`src/rtl/wb_mon_pkg.sv`:
```
// Shared types for the Wishbone pipelined pass-through monitor:
// FSM state encoding and bit positions of the violation vector.
package wb_mon_pkg;

    typedef enum logic [1:0] {
        ST_RESET  = 2'd0,
        ST_IDLE   = 2'd1,
        ST_ACTIVE = 2'd2
    } mon_state_e;

    localparam int V_REQ  = 0;
    localparam int V_RSP  = 1;
    localparam int V_RDAT = 2;
    localparam int V_OVF  = 3;
    localparam int V_UNF  = 4;
    localparam int N_VIOL = 5;

endpackage

```
`src/rtl/wb_mon_fifo.sv`:
```
// DEPTH x 1-bit FIFO holding the write-enable of each outstanding access.
// flush_i empties it immediately; a pop of an empty FIFO is ignored.
module wb_mon_fifo #(
    parameter int DEPTH = 4
) (
    input  logic                   clk_i,
    input  logic                   async_rst_i,
    input  logic                   flush_i,
    input  logic                   push_i,
    input  logic                   pop_i,
    input  logic                   din_i,
    output logic                   dout_o,
    output logic                   full_o,
    output logic                   empty_o,
    output logic [$clog2(DEPTH):0] count_o
);
    localparam int AW = $clog2(DEPTH);
    localparam int CW = AW + 1;

    logic [DEPTH-1:0] mem_q;
    logic [AW-1:0]    wr_ptr_q;
    logic [AW-1:0]    rd_ptr_q;
    logic [CW-1:0]    count_q;
    logic             do_push;
    logic             do_pop;

    assign empty_o = (count_q == '0);
    assign full_o  = (count_q == CW'(DEPTH));
    assign count_o = count_q;
    assign dout_o  = mem_q[rd_ptr_q];

    // A push into a full FIFO is accepted only when the head leaves in the same cycle.
    assign do_pop  = pop_i & ~empty_o;
    assign do_push = push_i & (~full_o | do_pop);

    always_ff @(posedge clk_i or posedge async_rst_i) begin
        if (async_rst_i) begin
            mem_q    <= '0;
            wr_ptr_q <= '0;
            rd_ptr_q <= '0;
            count_q  <= '0;
        end else if (flush_i) begin
            wr_ptr_q <= '0;
            rd_ptr_q <= '0;
            count_q  <= '0;
        end else begin
            if (do_push) begin
                mem_q[wr_ptr_q] <= din_i;
                wr_ptr_q        <= wr_ptr_q + AW'(1);
            end
            if (do_pop) begin
                rd_ptr_q <= rd_ptr_q + AW'(1);
            end
            if (do_push && !do_pop) begin
                count_q <= count_q + CW'(1);
            end else if (do_pop && !do_push) begin
                count_q <= count_q - CW'(1);
            end
        end
    end

endmodule

```
`src/rtl/wb_pipe_pass_monitor.sv`:
```
// Passive monitor comparing the initiator and target sides of a Wishbone
// pipelined pass-through; raises sticky flags and a saturating event count.
//
// state     | meaning
// ----------+-----------------------------------------------------------
// ST_RESET  | one cycle after any reset; tracking and checks suppressed
// ST_IDLE   | no accesses outstanding
// ST_ACTIVE | at least one access issued and not yet completed/flushed
module wb_pipe_pass_monitor
    import wb_mon_pkg::*;
#(
    parameter int ADR_WIDTH  = 16,
    parameter int DAT_WIDTH  = 16,
    parameter int SEL_WIDTH  = 2,
    parameter int TGA_WIDTH  = 1,
    parameter int TGC_WIDTH  = 1,
    parameter int TGRD_WIDTH = 1,
    parameter int TGWD_WIDTH = 1,
    parameter int DEPTH      = 4,
    parameter int CNT_WIDTH  = 8
) (
    input  logic                   clk_i,
    input  logic                   async_rst_i,
    input  logic                   sync_rst_i,
    input  logic                   mon_en_i,
    input  logic                   clr_i,
    input  logic                   itr_cyc_i,
    input  logic                   itr_stb_i,
    input  logic                   itr_we_i,
    input  logic                   itr_lock_i,
    input  logic [SEL_WIDTH-1:0]   itr_sel_i,
    input  logic [ADR_WIDTH-1:0]   itr_adr_i,
    input  logic [DAT_WIDTH-1:0]   itr_dat_i,
    input  logic [TGA_WIDTH-1:0]   itr_tga_i,
    input  logic [TGC_WIDTH-1:0]   itr_tgc_i,
    input  logic [TGWD_WIDTH-1:0]  itr_tgd_i,
    input  logic                   itr_ack_o,
    input  logic                   itr_err_o,
    input  logic                   itr_rty_o,
    input  logic                   itr_stall_o,
    input  logic [DAT_WIDTH-1:0]   itr_dat_o,
    input  logic [TGRD_WIDTH-1:0]  itr_tgd_o,
    input  logic                   tgt_cyc_o,
    input  logic                   tgt_stb_o,
    input  logic                   tgt_we_o,
    input  logic                   tgt_lock_o,
    input  logic [SEL_WIDTH-1:0]   tgt_sel_o,
    input  logic [ADR_WIDTH-1:0]   tgt_adr_o,
    input  logic [DAT_WIDTH-1:0]   tgt_dat_o,
    input  logic [TGA_WIDTH-1:0]   tgt_tga_o,
    input  logic [TGC_WIDTH-1:0]   tgt_tgc_o,
    input  logic [TGWD_WIDTH-1:0]  tgt_tgd_o,
    input  logic                   tgt_ack_i,
    input  logic                   tgt_err_i,
    input  logic                   tgt_rty_i,
    input  logic                   tgt_stall_i,
    input  logic [DAT_WIDTH-1:0]   tgt_dat_i,
    input  logic [TGRD_WIDTH-1:0]  tgt_tgd_i,
    output logic                   err_req_o,
    output logic                   err_rsp_o,
    output logic                   err_rdat_o,
    output logic                   err_ovf_o,
    output logic                   err_unf_o,
    output logic [CNT_WIDTH-1:0]   mismatch_cnt_o,
    output logic [$clog2(DEPTH):0] outstanding_o,
    output logic                   busy_o
);
    mon_state_e              state_q;
    mon_state_e              state_d;
    logic                    live;
    logic                    chk_en;
    logic                    req;
    logic                    rsp;
    logic                    push;
    logic                    pop;
    logic                    flush;
    logic                    full;
    logic                    empty;
    logic                    head_we;
    logic [$clog2(DEPTH):0]  count;
    logic [N_VIOL-1:0]       viol;
    logic [N_VIOL-1:0]       flags_q;
    logic [CNT_WIDTH-1:0]    cnt_q;

    assign req = mon_en_i & itr_cyc_i & itr_stb_i & ~itr_stall_o;
    assign rsp = itr_ack_o | itr_err_o | itr_rty_o;

    always_ff @(posedge clk_i or posedge async_rst_i) begin
        if (async_rst_i) begin
            state_q <= ST_RESET;
        end else if (sync_rst_i) begin
            state_q <= ST_RESET;
        end else begin
            state_q <= state_d;
        end
    end

    always_comb begin
        state_d = state_q;
        case (state_q)
            ST_RESET:  state_d = ST_IDLE;
            ST_IDLE:   if (req) state_d = ST_ACTIVE;
            ST_ACTIVE: if (!itr_cyc_i || (empty && !req)) state_d = ST_IDLE;
            default:   state_d = ST_RESET;
        endcase
    end

    always_comb begin
        live   = (state_q != ST_RESET) && !sync_rst_i;
        chk_en = live && mon_en_i;
    end

    // Dropping CYC abandons every outstanding access; this is legal, not a violation.
    assign flush = sync_rst_i | (live & ~itr_cyc_i);
    assign pop   = live & rsp & ~empty;
    assign push  = live & req;

    wb_mon_fifo #(.DEPTH(DEPTH)) u_fifo (
        .clk_i       (clk_i),
        .async_rst_i (async_rst_i),
        .flush_i     (flush),
        .push_i      (push),
        .pop_i       (pop),
        .din_i       (itr_we_i),
        .dout_o      (head_we),
        .full_o      (full),
        .empty_o     (empty),
        .count_o     (count)
    );

    always_comb begin
        viol = '0;
        if (chk_en) begin
            if ((tgt_cyc_o & tgt_stb_o) != (itr_cyc_i & itr_stb_i)) viol[V_REQ] = 1'b1;
            if (req && ((tgt_we_o != itr_we_i) || (tgt_lock_o != itr_lock_i) ||
                        (tgt_sel_o != itr_sel_i) || (tgt_adr_o != itr_adr_i) ||
                        (tgt_tga_o != itr_tga_i) || (tgt_tgc_o != itr_tgc_i) ||
                        (tgt_stall_i != itr_stall_o))) viol[V_REQ] = 1'b1;
            if (req && itr_we_i && ((tgt_dat_o != itr_dat_i) || (tgt_tgd_o != itr_tgd_i)))
                viol[V_REQ] = 1'b1;
            if (!empty && ({itr_ack_o, itr_err_o, itr_rty_o} != {tgt_ack_i, tgt_err_i, tgt_rty_i}))
                viol[V_RSP] = 1'b1;
            if (itr_ack_o && !empty && !head_we &&
                ((itr_dat_o != tgt_dat_i) || (itr_tgd_o != tgt_tgd_i))) viol[V_RDAT] = 1'b1;
            if (req && full && !rsp) viol[V_OVF] = 1'b1;
            if (rsp && empty) viol[V_UNF] = 1'b1;
        end
    end

    // A violation in the clearing cycle survives the clear.
    always_ff @(posedge clk_i or posedge async_rst_i) begin
        if (async_rst_i) begin
            flags_q <= '0;
            cnt_q   <= '0;
        end else if (sync_rst_i) begin
            flags_q <= '0;
            cnt_q   <= '0;
        end else if (clr_i) begin
            flags_q <= viol;
            cnt_q   <= CNT_WIDTH'(|viol);
        end else begin
            flags_q <= flags_q | viol;
            if ((|viol) && (cnt_q != '1)) cnt_q <= cnt_q + CNT_WIDTH'(1);
        end
    end

    assign err_req_o      = flags_q[V_REQ];
    assign err_rsp_o      = flags_q[V_RSP];
    assign err_rdat_o     = flags_q[V_RDAT];
    assign err_ovf_o      = flags_q[V_OVF];
    assign err_unf_o      = flags_q[V_UNF];
    assign mismatch_cnt_o = cnt_q;
    assign outstanding_o  = count;
    assign busy_o         = (count != '0);

endmodule

```
`config.mk`:
```
export PLATFORM = sky130hd
export DESIGN_NAME = wb_pipe_pass_monitor
export DESIGN_NICKNAME = d
export VERILOG_FILES = /design/src/rtl/wb_mon_pkg.sv /design/src/rtl/wb_mon_fifo.sv /design/src/rtl/wb_pipe_pass_monitor.sv
export SDC_FILE = /design/constraint.sdc
export NUM_CORES = 1
export LEC_CHECK = 0
export CAP_MARGIN = 20
export CORE_UTILIZATION = 35
export DETAILED_ROUTE_END_ITERATION = 7
export PLACE_DENSITY = 0.8
export SLEW_MARGIN = 20
export SYNTH_ARGS = -nofsm -noshare
export SYNTH_HDL_FRONTEND = slang
export SYNTH_SLANG_ARGS = --single-unit
```
`constraint.sdc`:
```
create_clock -name clk_i -period 6 [get_ports clk_i]
set_input_delay 0.9 -clock clk_i [delete_from_list [all_inputs] [get_ports clk_i]]
set_output_delay 0.9 -clock clk_i [all_outputs]
set_load 0.02 [all_outputs]
```
==> out/qor.txt, run 1 <==
Chip Height: 79.8 um
Clock root buffer master: clkbuf_8
Hold Buf Count CTS: 0
Core footprint: 5680 um^2
Buffer depth of the longest clock path: 2
Post-CTS Resized: 0
Gr usage total: 20.0%
Via count: 2210
Clock sinks: 26
DIE WIDTH: 79.8 um
Die ar.: 6370 um^2
Ys async rst share: 100%
First-pass GRT wire length: 10000 um
Clk Latency, worst-skew pair: 0.27 ns
# IOs: 146
Drt first pass iters: 4
Final worst path period share: 53.0%
CP max FO: 11
Mapped Avg Cell Area: 9.33 um^2
Status: finished, final reports clean
Final HPWL DP: 5390 um
Min Tclk post-route: 3.18 ns
Placed cell count: 440
Top post-synthesis cells by area: dfrtp_1 (31%), xor2_1 (16%), xnor2_1 (11%), nand2_1 (3.5%), ha_1 (3.0%)
Mapped Cells: 227
Syn_nets: 362
Initial antenna violation count: 0
Drc violations: 0
Crit-path cells: clkdlybuf4s50_1, nand2_1, xnor2_1, nand4_1, o21ai_0, or4b_4, and2_4, a311oi_1
Share of cells above drive strength 1: 5.38%
Commonest non-fill, non-tap cell in the layout: clkdlybuf4s50_1
Hold WC Path Type: flip-flop to flip-flop
Most frequent cells in the layout: clkdlybuf4s50_1 (145), xor2_1 (39), xnor2_1 (26), dfrtp_1 (26), nand2_1 (20)
Seq/Total Area, Yosys: 30.7%
Worst Max-Slew Pin Slew: 0.940 ns
Max Fclk: 314 MHz
P_leak: 1.51 nW
Overflow after GRT: 0
CTS tree: built
Synthesized area: 2120 um^2
Max-slew headroom: 36.9%
Max cap viols: 0
Cts bufs inserted: 3
Worst IR Drop VDD: 0.0854 mV
Top_reg_cell synth: dfrtp_1
Ant diodes: 0
EDFF count, synth: 0
Worst-path clk slew: 0.09 ns
Post-CTS setup buffer count: 0
Final setup skew: 0.00243 ns
Yosys warns: 0
Endpoints failing hold: 0
Yosys cell types: 46
Detailed Route WL: 6200 um
Final Power: 0.494 mW
Crit-path leading delay family: simple AND/OR/NAND/NOR gates
Buf/Inv on CP: 1
Non-Filler Instances: 444
Setup_tns: 0 ns
Final #Nets: 508
Antenna Nets Post-Route: 0
Hold WS: 0.488 ns
Port bufs: 145
Final Util: 65.3%
Startpoint Class: primary input
RD Place Congestion: 0.813
Critical path type: primary input to flip-flop
Initial DRC count: 164
Via-to-Cell Ratio: 4.98
Vias in the first global route: 2217
Slew Limit Fails: 0
Setup Viol. Count Final: 0
Initial Utilization: 37.3%
Drt wl/cell: 14.0 um
Area growth syn-to-layout: 75.0%
Endpoint class of the critical path: flip-flop
Worst Path Required: 6.18 ns
Worst path max stage delay: 0.58 ns
Yosys top cell area share: 30.7%
#FFs+latches synth: 26
Worst path slowest cell: or4b_4
Rows: 27
PwrDens: 133 nW/um^2
RSZ-0062 raised after global routing: no
H-tree Lvls: 1
Post-synth top area cell: dfrtp_1
Crit path DAT: 3.36 ns
Largest net degree at the start of global routing: 27
-- synthesized netlist by cell type (2+ instances only) --
| cell | number |
|---|---|
| and3_1 | 6 |
| nand3_1 | 9 |
| nand4_1 | 6 |
| a311oi_1 | 2 |
| xnor2_1 | 26 |
| nor3_1 | 7 |
| o31ai_1 | 2 |
| or3_1 | 3 |
| xor2_1 | 39 |
| mux2i_1 | 3 |
| nor2_1 | 13 |
| clkbuf_1 | 2 |
| a31oi_1 | 3 |
| a21o_1 | 3 |
| mux2_2 | 4 |
| nor4_1 | 7 |
| o21ai_1 | 2 |
| a21oi_1 | 4 |
| nor4_2 | 2 |
| nand2_1 | 20 |
| ha_1 | 5 |
| inv_1 | 9 |
| dfrtp_1 | 26 |
| o21ai_0 | 2 |
-- path summary, 6_finish.rpt --
kind,start,to,slack (ns),depth (start not counted)
min reg2reg,flags_q[1]$_DFF_PP0_,flags_q[1]$_DFF_PP0_,0.49,1
min,flags_q[1]$_DFF_PP0_,flags_q[1]$_DFF_PP0_,0.49,1
min in group asynchronous,async_rst_i,mismatch_cnt_o[7]$_DFFE_PP0P_,1.02,2
max,itr_cyc_i,mismatch_cnt_o[4]$_DFFE_PP0P_,2.82,8
max reg2reg,u_fifo.count_o[0]$_DFFE_PP0P_,mismatch_cnt_o[4]$_DFFE_PP0P_,3.53,7
max in group asynchronous,async_rst_i,u_fifo.rd_ptr_q[0]$_DFFE_PP0P_,4.54,2
-- logic make-up after synthesis --
family          Yosys count  synth area share (%)
simple gates             80                  20.6
xor+xnor                 65                  26.9
compound gates           29                  10.6
flops                    26                  30.7
buf+inv                  13                  2.72
mux                       8                  4.61
fa+ha+maj                 6                  3.90
-- flip-flops by register name, summed over array words and instances, names as in the netlist --
signal,cells
flags_q,5
mismatch_cnt_o,8
state_q,2
u_fifo.count_o,3
u_fifo.mem_q,4
u_fifo.rd_ptr_q,2
u_fifo.wr_ptr_q,2
-- report_power, final --
| part | switching [mW] | leakage, nW | total [mW] | internal (mW) |
|---|---|---|---|---|
| Clock | 0.0557 | 0.0357 | 0.145 | 0.0892 |
| Sequential | 0.00395 | 0.358 | 0.183 | 0.179 |
| Combinational | 0.0563 | 1.11 | 0.166 | 0.110 |
-- worst reg2reg max path: stages, from the launching register on --
cell and delay (ns):
dfrtp_1 0.43, or3_1 0.49, nand3_2 0.14, a31oi_1 0.07, a21o_2 0.21, or4b_4 0.59, and2_4 0.19, a311oi_1 0.26
-- layout make-up --
cell class              count  area (um^2)
flip-flops and latches     26          651
well taps                  72         90.1
fillers                   482         1970
clock inverters             1         30.0
clock buffers               3         41.3
multi-input cells         188         1410
inverters                   9         33.8
repair buffers            145         1450
-- layer usage --
metal,routed length [um],vias to the layer above,share of wire (%),global-route usage (%)
li1,-,1091,-,-
met1,2500,1017,40,24.1
met2,3140,100,51,36.7
met3,513,2,8.3,3.77
met4,39,0,0.63,4.29
met5,0,-,0,0
-- per-stage QoR --
stage               cell area (um^2)  worst slack, ns
floorplan                       2120             3.23
global placement                3640             2.62
detailed placement              3640             2.44
CTS                             3710             2.75
global route                    3710             2.63
finish                          3710             2.82
Note: power is estimated with default switching activity, not from simulation.
==> run 2, diff against run 1 <==
==> constraint.sdc (replaced) <==
create_clock -name clk_i -period 3.25 [get_ports clk_i]
set_input_delay 0.4875 -clock clk_i [delete_from_list [all_inputs] [get_ports clk_i]]
set_output_delay 0.4875 -clock clk_i [all_outputs]
set_load 0.02 [all_outputs]
==> run 2 against run 1 <==
  * Register-to-register slack worse by 2.8 ns
  * Sequential share of layout area is 0.23 points lower
  * Critical path type unchanged
  * Combinational power is 89% higher
  * Largest power group unchanged
  * Highest routed layer unchanged
  * Wire length is 2.3% lower
  * Worst setup slack worse by 2.3 ns
  * Final cell count is 0.90% higher
==> out/qor.txt, run 2 (synthesis results as in run 1) <==
Status: finished, final reports clean
Die ar.: 6370 um^2
Antenna Nets Post-Route: 0
Gr usage total: 19.6%
Setup_tns: 0 ns
Reg2Reg Depth: 7
Clk Latency, worst-skew pair: 0.27 ns
Drt first pass iters: 4
Drc violations: 0
Core footprint: 5680 um^2
P_leak: 1.53 nW
Clock root buffer master: clkbuf_8
H-tree Lvls: 1
PwrDens: 245 nW/um^2
RD Place Congestion: 0.788
Initial DRC count: 124
Min Tclk post-route: 2.70 ns
Vias in the first global route: 2195
Area growth syn-to-layout: 77.4%
Critical path type: primary input to flip-flop
Via-to-Cell Ratio: 5.05
Cts bufs inserted: 3
Final setup skew: 0.00273 ns
Buffer depth of the longest clock path: 2
Most frequent cells in the layout: clkdlybuf4s50_1 (145), xor2_1 (39), xnor2_1 (26), dfrtp_1 (26), nand2_1 (20)
Max Fclk: 371 MHz
Port bufs: 145
Setup Viol. Count Final: 0
Max-slew headroom: 50.4%
Placed cell count: 443
# IOs: 146
Final worst path period share: 82.9%
Rows: 27
First-pass GRT wire length: 9850 um
Post-CTS Resized: 0
CTS tree: built
Non-Filler Instances: 448
Initial antenna violation count: 0
Startpoint Class: primary input
Initial Utilization: 37.3%
Overflow after GRT: 0
Share of cells above drive strength 1: 6.38%
Worst Path Required: 3.42 ns
Worst IR Drop VDD: 0.177 mV
Crit path DAT: 2.87 ns
Chip Height: 79.8 um
Drt wl/cell: 13.5 um
Endpoints failing hold: 0
Post-CTS setup buffer count: 0
Largest net degree at the start of global routing: 27
Detailed Route WL: 6060 um
Hold WC Path Type: primary input to async pin
Via count: 2263
Worst Max-Slew Pin Slew: 0.742 ns
Max cap viols: 0
Final #Nets: 512
Max reg flops: 8
Endpoint class of the critical path: flip-flop
Commonest non-fill, non-tap cell in the layout: clkdlybuf4s50_1
Clock sinks: 26
Ant diodes: 0
Slew Limit Fails: 0
Hold Buf Count CTS: 0
RSZ-0062 raised after global routing: no
Final HPWL DP: 5210 um
Worst-path clk slew: 0.09 ns
DIE WIDTH: 79.8 um
CP max FO: 11
[run 2: worst max-delay path, stage by stage]
cell and delay, ns:
clkdlybuf4s50_1 0.41, xor2_1 0.17, nor4_2 0.25, nand3_1 0.11, o311a_1 0.36, or4b_4 0.63
and2_4 0.19, a311oi_1 0.26
[run 2: final timing paths]
check                                              startpoint                       endpoint  slack, ns
worst max-delay path                            itr_dat_i[14]  mismatch_cnt_o[5]$_DFFE_PP0P_       0.55
worst min-delay path                              async_rst_i  mismatch_cnt_o[7]$_DFFE_PP0P_       0.42
worst max register to register  u_fifo.count_o[0]$_DFFE_PP0P_  mismatch_cnt_o[5]$_DFFE_PP0P_       0.78
worst min register to register           flags_q[2]$_DFF_PP0_           flags_q[2]$_DFF_PP0_       0.49
max in group asynchronous                         async_rst_i  u_fifo.count_o[0]$_DFFE_PP0P_       2.47
min in group clk_i                       flags_q[2]$_DFF_PP0_           flags_q[2]$_DFF_PP0_       0.49
[run 2: through the flow]
step | hold slack (ns) | cell area, um^2 | total power [mW] | setup slack [ns] | util [%]
after floorplan | 0.474 | 2120 | 0.455 | 0.882 | -
after global placement | 0.464 | 3660 | 0.649 | 0.307 | 64.5
after detailed placement | 0.467 | 3660 | 0.654 | 0.250 | 64.5
after CTS | 0.489 | 3730 | 0.922 | 0.564 | 65.7
after global routing | 0.418 | 3760 | 0.966 | 0.367 | 66.2
final | 0.417 | 3760 | 0.920 | 0.555 | 66.2
[run 2: cell type report]
| type | instances | area (um^2) |
|---|---|---|
| flip-flops and latches | 26 | 651 |
| well taps | 72 | 90.1 |
| fillers | 505 | 1920 |
| inverters | 9 | 33.8 |
| clock buffers | 3 | 41.3 |
| clock inverters | 1 | 30.0 |
| multi-input cells | 188 | 1410 |
| repair buffers | 149 | 1500 |
[run 2: where the power goes]
part / internal [mW] / total [mW] / switching [mW] / leakage [nW]
clock network: 0.165 / 0.269 / 0.104 / 0.0357
logic: 0.208 / 0.313 / 0.105 / 1.14
registers: 0.331 / 0.338 / 0.00707 / 0.358
[run 2: metal layers]
metal  share of wire, %  global-route usage (%)  up-vias
li1                   -                       -     1096
met1                 40                    23.9     1042
met2                 49                    34.9      121
met3                 10                    4.00        4
met4               0.83                    5.36        0
met5                  0                       0        -
